## config.mk

```make
export PLATFORM = sky130hd
export DESIGN_NAME = alu_op_issuer
export DESIGN_NICKNAME = d
export VERILOG_FILES = /design/src/rtl/alu_op_issuer.sv
export SDC_FILE = /design/constraint.sdc
export NUM_CORES = 1
export LEC_CHECK = 0
export CORE_UTILIZATION = 41
export DETAILED_ROUTE_END_ITERATION = 16
export PLACE_DENSITY = 0.88
export SKIP_CTS_REPAIR_TIMING = 1
export SLEW_MARGIN = 20
export SYNTH_ARGS = -nofsm -noshare
export SYNTH_HDL_FRONTEND = slang
export SYNTH_SLANG_ARGS = --single-unit
```

## constraint.sdc

```tcl
create_clock -name clk -period 2 [get_ports clk]
set_clock_uncertainty 0.05 [all_clocks]
set_input_delay 0.3 -clock clk [delete_from_list [all_inputs] [get_ports clk]]
set_output_delay 0.3 -clock clk [all_outputs]
set_load 0.01 [all_outputs]
```

## src/rtl/alu_op_issuer.sv

```systemverilog
// Initiator side of the ALU operand/flag interface: latches a request, drives the ALU,
// qualifies the result (condition, divide-by-zero, illegal op) and returns a held response.
module alu_op_issuer #(
    parameter int N = 8
) (
    input  logic         clk,
    input  logic         rst_n,
    input  logic         req_valid,
    output logic         req_ready,
    input  logic [N-1:0] req_a,
    input  logic [N-1:0] req_b,
    input  logic [3:0]   req_op,
    input  logic [2:0]   req_cond,
    input  logic         req_setf,
    output logic [N-1:0] alu_a,
    output logic [N-1:0] alu_b,
    output logic [3:0]   alu_ctrl,
    input  logic [N-1:0] alu_result,
    input  logic [3:0]   alu_flags,
    output logic         rsp_valid,
    input  logic         rsp_ready,
    output logic [N-1:0] rsp_result,
    output logic [3:0]   rsp_flags,
    output logic [1:0]   rsp_status,
    output logic [3:0]   flag_q
);

    typedef enum logic [1:0] {
        ST_IDLE = 2'b00,
        ST_EXEC = 2'b01,
        ST_RESP = 2'b10
    } state_t;

    localparam logic [1:0] STAT_OK    = 2'b00;
    localparam logic [1:0] STAT_SKIP  = 2'b01;
    localparam logic [1:0] STAT_DIV0  = 2'b10;
    localparam logic [1:0] STAT_ILLOP = 2'b11;

    // Flags are {N,Z,V,C}.
    function automatic logic cond_pass(input logic [2:0] cond, input logic [3:0] f);
        logic res;
        case (cond)
            3'b000:  res = 1'b1;
            3'b001:  res = f[2];
            3'b010:  res = ~f[2];
            3'b011:  res = f[3] ^ f[1];
            3'b100:  res = ~(f[3] ^ f[1]);
            3'b101:  res = f[3];
            3'b110:  res = f[1];
            3'b111:  res = 1'b0;
            default: res = 1'b0;
        endcase
        return res;
    endfunction

    state_t         state_q, state_d;
    logic [N-1:0]   a_q, a_d, b_q, b_d;
    logic [3:0]     op_q, op_d;
    logic [2:0]     cond_q, cond_d;
    logic           setf_q, setf_d;
    logic           rsp_valid_q, rsp_valid_d;
    logic [N-1:0]   rsp_result_q, rsp_result_d;
    logic [3:0]     rsp_flags_q, rsp_flags_d;
    logic [1:0]     rsp_status_q, rsp_status_d;
    logic [3:0]     flag_d, flag_r;
    logic [1:0]     status_s;

    // Status priority: illegal op, then skipped condition, then divide/modulus by zero.
    always_comb begin
        status_s = STAT_OK;
        if (op_q >= 4'b1010) begin
            status_s = STAT_ILLOP;
        end else if (!cond_pass(cond_q, flag_r)) begin
            status_s = STAT_SKIP;
        end else if (((op_q == 4'b0100) || (op_q == 4'b1000)) && (b_q == {N{1'b0}})) begin
            status_s = STAT_DIV0;
        end else begin
            status_s = STAT_OK;
        end
    end

    // Next-state and datapath update for the IDLE/EXEC/RESP sequence.
    always_comb begin
        state_d      = state_q;
        a_d          = a_q;
        b_d          = b_q;
        op_d         = op_q;
        cond_d       = cond_q;
        setf_d       = setf_q;
        rsp_valid_d  = rsp_valid_q;
        rsp_result_d = rsp_result_q;
        rsp_flags_d  = rsp_flags_q;
        rsp_status_d = rsp_status_q;
        flag_d       = flag_r;
        case (state_q)
            ST_IDLE: begin
                if (req_valid) begin
                    a_d     = req_a;
                    b_d     = req_b;
                    op_d    = req_op;
                    cond_d  = req_cond;
                    setf_d  = req_setf;
                    state_d = ST_EXEC;
                end else begin
                    state_d = ST_IDLE;
                end
            end
            ST_EXEC: begin
                rsp_status_d = status_s;
                rsp_valid_d  = 1'b1;
                state_d      = ST_RESP;
                // ALU output is discarded entirely unless the op really executed.
                if (status_s == STAT_OK) begin
                    rsp_result_d = alu_result;
                    rsp_flags_d  = alu_flags;
                    if (setf_q) begin
                        flag_d = alu_flags;
                    end else begin
                        flag_d = flag_r;
                    end
                end else begin
                    rsp_result_d = {N{1'b0}};
                    rsp_flags_d  = 4'b0000;
                end
            end
            ST_RESP: begin
                if (rsp_ready) begin
                    rsp_valid_d = 1'b0;
                    state_d     = ST_IDLE;
                end else begin
                    state_d     = ST_RESP;
                end
            end
            default: begin
                rsp_valid_d = 1'b0;
                state_d     = ST_IDLE;
            end
        endcase
    end

    // State, operand and response registers.
    always_ff @(posedge clk or negedge rst_n) begin
        if (!rst_n) begin
            state_q      <= ST_IDLE;
            a_q          <= {N{1'b0}};
            b_q          <= {N{1'b0}};
            op_q         <= 4'b0000;
            cond_q       <= 3'b000;
            setf_q       <= 1'b0;
            rsp_valid_q  <= 1'b0;
            rsp_result_q <= {N{1'b0}};
            rsp_flags_q  <= 4'b0000;
            rsp_status_q <= 2'b00;
            flag_r       <= 4'b0000;
        end else begin
            state_q      <= state_d;
            a_q          <= a_d;
            b_q          <= b_d;
            op_q         <= op_d;
            cond_q       <= cond_d;
            setf_q       <= setf_d;
            rsp_valid_q  <= rsp_valid_d;
            rsp_result_q <= rsp_result_d;
            rsp_flags_q  <= rsp_flags_d;
            rsp_status_q <= rsp_status_d;
            flag_r       <= flag_d;
        end
    end

    assign req_ready  = (state_q == ST_IDLE);
    assign alu_a      = a_q;
    assign alu_b      = b_q;
    assign alu_ctrl   = op_q;
    assign rsp_valid  = rsp_valid_q;
    assign rsp_result = rsp_result_q;
    assign rsp_flags  = rsp_flags_q;
    assign rsp_status = rsp_status_q;
    assign flag_q     = flag_r;

endmodule
```

==> metrics <==
Critical R2R Launch=flag_q[3]; most used flip-flop cell after synthesis=dfrtp_1; unrepaired setup endpoints after global routing=false; wl on met1=1658 um; Unique masters post-synth=30; TritonCTS Sinks=45; Pre-antenna DRT Iters=4; max_slew headroom=61.59%; R2R Path End=flag_q[1]; min Tclk post-route=1868 ps; top routing layer in use=met4; post-route setup TNS=0 ps; via count=1369; n_diodes=0; Row Count=23; critical path endpoint category=flip-flop; Starting Density=44.21%; hold path depth=1; vias in the first global route=1344; first-pass GRT wire length=6251 um; Die H=68.61 um; Hold Fails Final Rpt=0; average wire per standard cell=15.08 um; fill count=325; R2R cell count=5; Place WS=83.38 ps; Max Cap Viol=0; Post-synth ARST share=100.0%; total gr overflow=0; final setup margin=131.6 ps; crit-path max FO=6; Area Growth Syn to Fin=55.23%; CTS tree=built; WL met2=1848 um; drt via density=5.127; dpl hpwl=3038 um; Syn Nets=169; Synth Instances=129; CTS clk-pin slew, worst paths=80 ps; H-Tree Depth=2; worst vdd ir=0.8872 mV; register area share after synthesis=61.90%; Min-Delay Path Class=flip-flop to flip-flop; setup slack, reg-to-reg=130 ps; final setup violation count=0; Worst Hold End=rsp_valid; layout cell share with drive strength beyond 1=15.67%; final worst path period share=93.42%; clock root buffer=clkbuf_8; wire length on met3=445 um; largest net degree at the start of global routing=22; DIE AREA=4707 um2; initial antenna violation count=0; Worst Max-Slew Pin Slew=575.2 ps; I/O pins=80; worst hold start=rsp_valid; status=completed; Req. time, crit path=2130 ps; critical path type=flip-flop to flip-flop; GR Util All Layers=18.84%; number of synthesized flops with an enable pin=0; fin nets=256; Synth Area per Inst=14.10 um2; Clock Latency Late Sink=300 ps; P_leak=1.194 nW; IO Port Bufs=79; 1st-iter DRT viols=27; Synth Register Bits=45; Die Width=68.61 um; Syn. warnings=0; GPL Wtd Cong=0.7105; Fmax=535.2 MHz; Core ar.=4115 um2; pwr dens=1608 nW/um2; Total Routed Length=4026 um; DRT antenna net count=0; max-slew violations=0; Residual DRC=0; arrival time at the worst endpoint=2000 ps; critical path launch point type=flip-flop; Post-Synthesis Cell Area=1819 um2; total CTS buffers=5; CTS Buffer Depth=2; WHS=438.4 ps
## how the worst max path moves through the flow
stage                     slack [ps]  cells past startpoint        end       from
after floorplan                  210                      5  flag_q[0]  flag_q[3]
after global placement           170                      5  flag_q[0]  flag_q[3]
after detailed placement          80                      5  flag_q[1]  flag_q[3]
after CTS                         70                      5  flag_q[1]  flag_q[3]
after global routing              40                      5  flag_q[3]  flag_q[3]
final                            130                      5  flag_q[1]  flag_q[3]
## cells in the final DEF, fill, tap and decap left out, types with 2 or more instances in the layout
| cell type | instances |
|---|---|
| mux2_1 | 12 |
| inv_1 | 2 |
| o21ai_1 | 3 |
| clkbuf_8 | 6 |
| dfrtp_1 | 45 |
| mux2_2 | 15 |
| o21ai_0 | 3 |
| nor2_1 | 6 |
| a21oi_1 | 2 |
| nand2_1 | 5 |
| clkdlybuf4s50_1 | 78 |
| nor4_1 | 2 |
| buf_4 | 5 |
| a22o_1 | 12 |
## layout make-up
| type | count | area [um2] | area share [%] |
|---|---|---|---|
| Clock buffer | 7 | 86.33 | 3.057 |
| Multi-Input combinational cell | 76 | 658.1 | 23.31 |
| Sequential cell | 45 | 1126 | 39.88 |
| Inverter | 2 | 7.507 | 0.2658 |
| Timing Repair Buffer | 86 | 853.3 | 30.22 |
| Clock inverter | 1 | 30.03 | 1.063 |
| Tap cell | 50 | 62.56 | 2.215 |
## cells by family (layout without fill, tap and decap cells)
kind of cell	after synthesis	after routing	share of synthesized area, %
XOR/XNOR	1	1	0.4815
AO/OA/AOI/OAI	25	25	10.73
buffers and inverters	8	96	2.270
flip-flops	45	45	61.90
AND/OR/NAND/NOR	23	23	7.910
multiplexers	27	27	16.71
## through the flow
step / cell area (um2) / cells / power, mW / utilization (%)
5_1_grt: 2824 / 267 / 4.837 / 68.62
3_5_place_dp: 2691 / 258 / 3.860 / 65.40
4_1_cts: 2808 / 266 / 4.582 / 68.23
2_1_floorplan: 1819 / 129 / 2.698 / -
3_3_place_gp: 2691 / 258 / 3.785 / 65.40
6_report: 2824 / 267 / 4.542 / 68.62
## sequential cells by signal, summed over array words and instances (netlist names)
signal and count:
alu_a 8, alu_ctrl 4, rsp_valid 1, cond_q 3, rsp_result 8, alu_b 8, setf_q 1, rsp_status 2
rsp_flags 4, state_q 2, flag_q 4
## routing by layer
metal  vias to the layer above  global-route usage (%)
li1                        640                       -
met1                       654                   21.79
met2                        67                   30.64
met3                         8                   7.401
met4                         0                   8.594
met5                         -                       0
## where the power goes
part	switching, mW	internal (mW)	total [mW]	leakage (nW)
combinational	0.852	1.29	2.14	0.584
sequential	0.330	1.37	1.70	0.551
clock	0.290	0.407	0.697	0.0585
## worst max-delay path, stage by stage (launching register included)
cell and delay (ps):
dfrtp_1 440, nor2b_1 150, o211ai_1 200, o311ai_2 240, nor3_4 320, mux2_1 350
## cells in the mapped netlist, types with 2 or more instances
cell type / instances / share of area, %
a22o_1: 12 / 5.8
nor4_1: 2 / 0.69
clkbuf_1: 2 / 0.41
mux2_1: 12 / 7.4
nor2_1: 6 / 1.2
nand2_1: 5 / 1.0
o21ai_0: 3 / 0.83
dfrtp_1: 45 / 62
inv_1: 2 / 0.41
mux2_2: 15 / 9.3
a21oi_1: 2 / 0.55
o21ai_1: 3 / 0.83
buf_2: 3 / 0.83
Note: power is estimated with default switching activity, not from simulation.
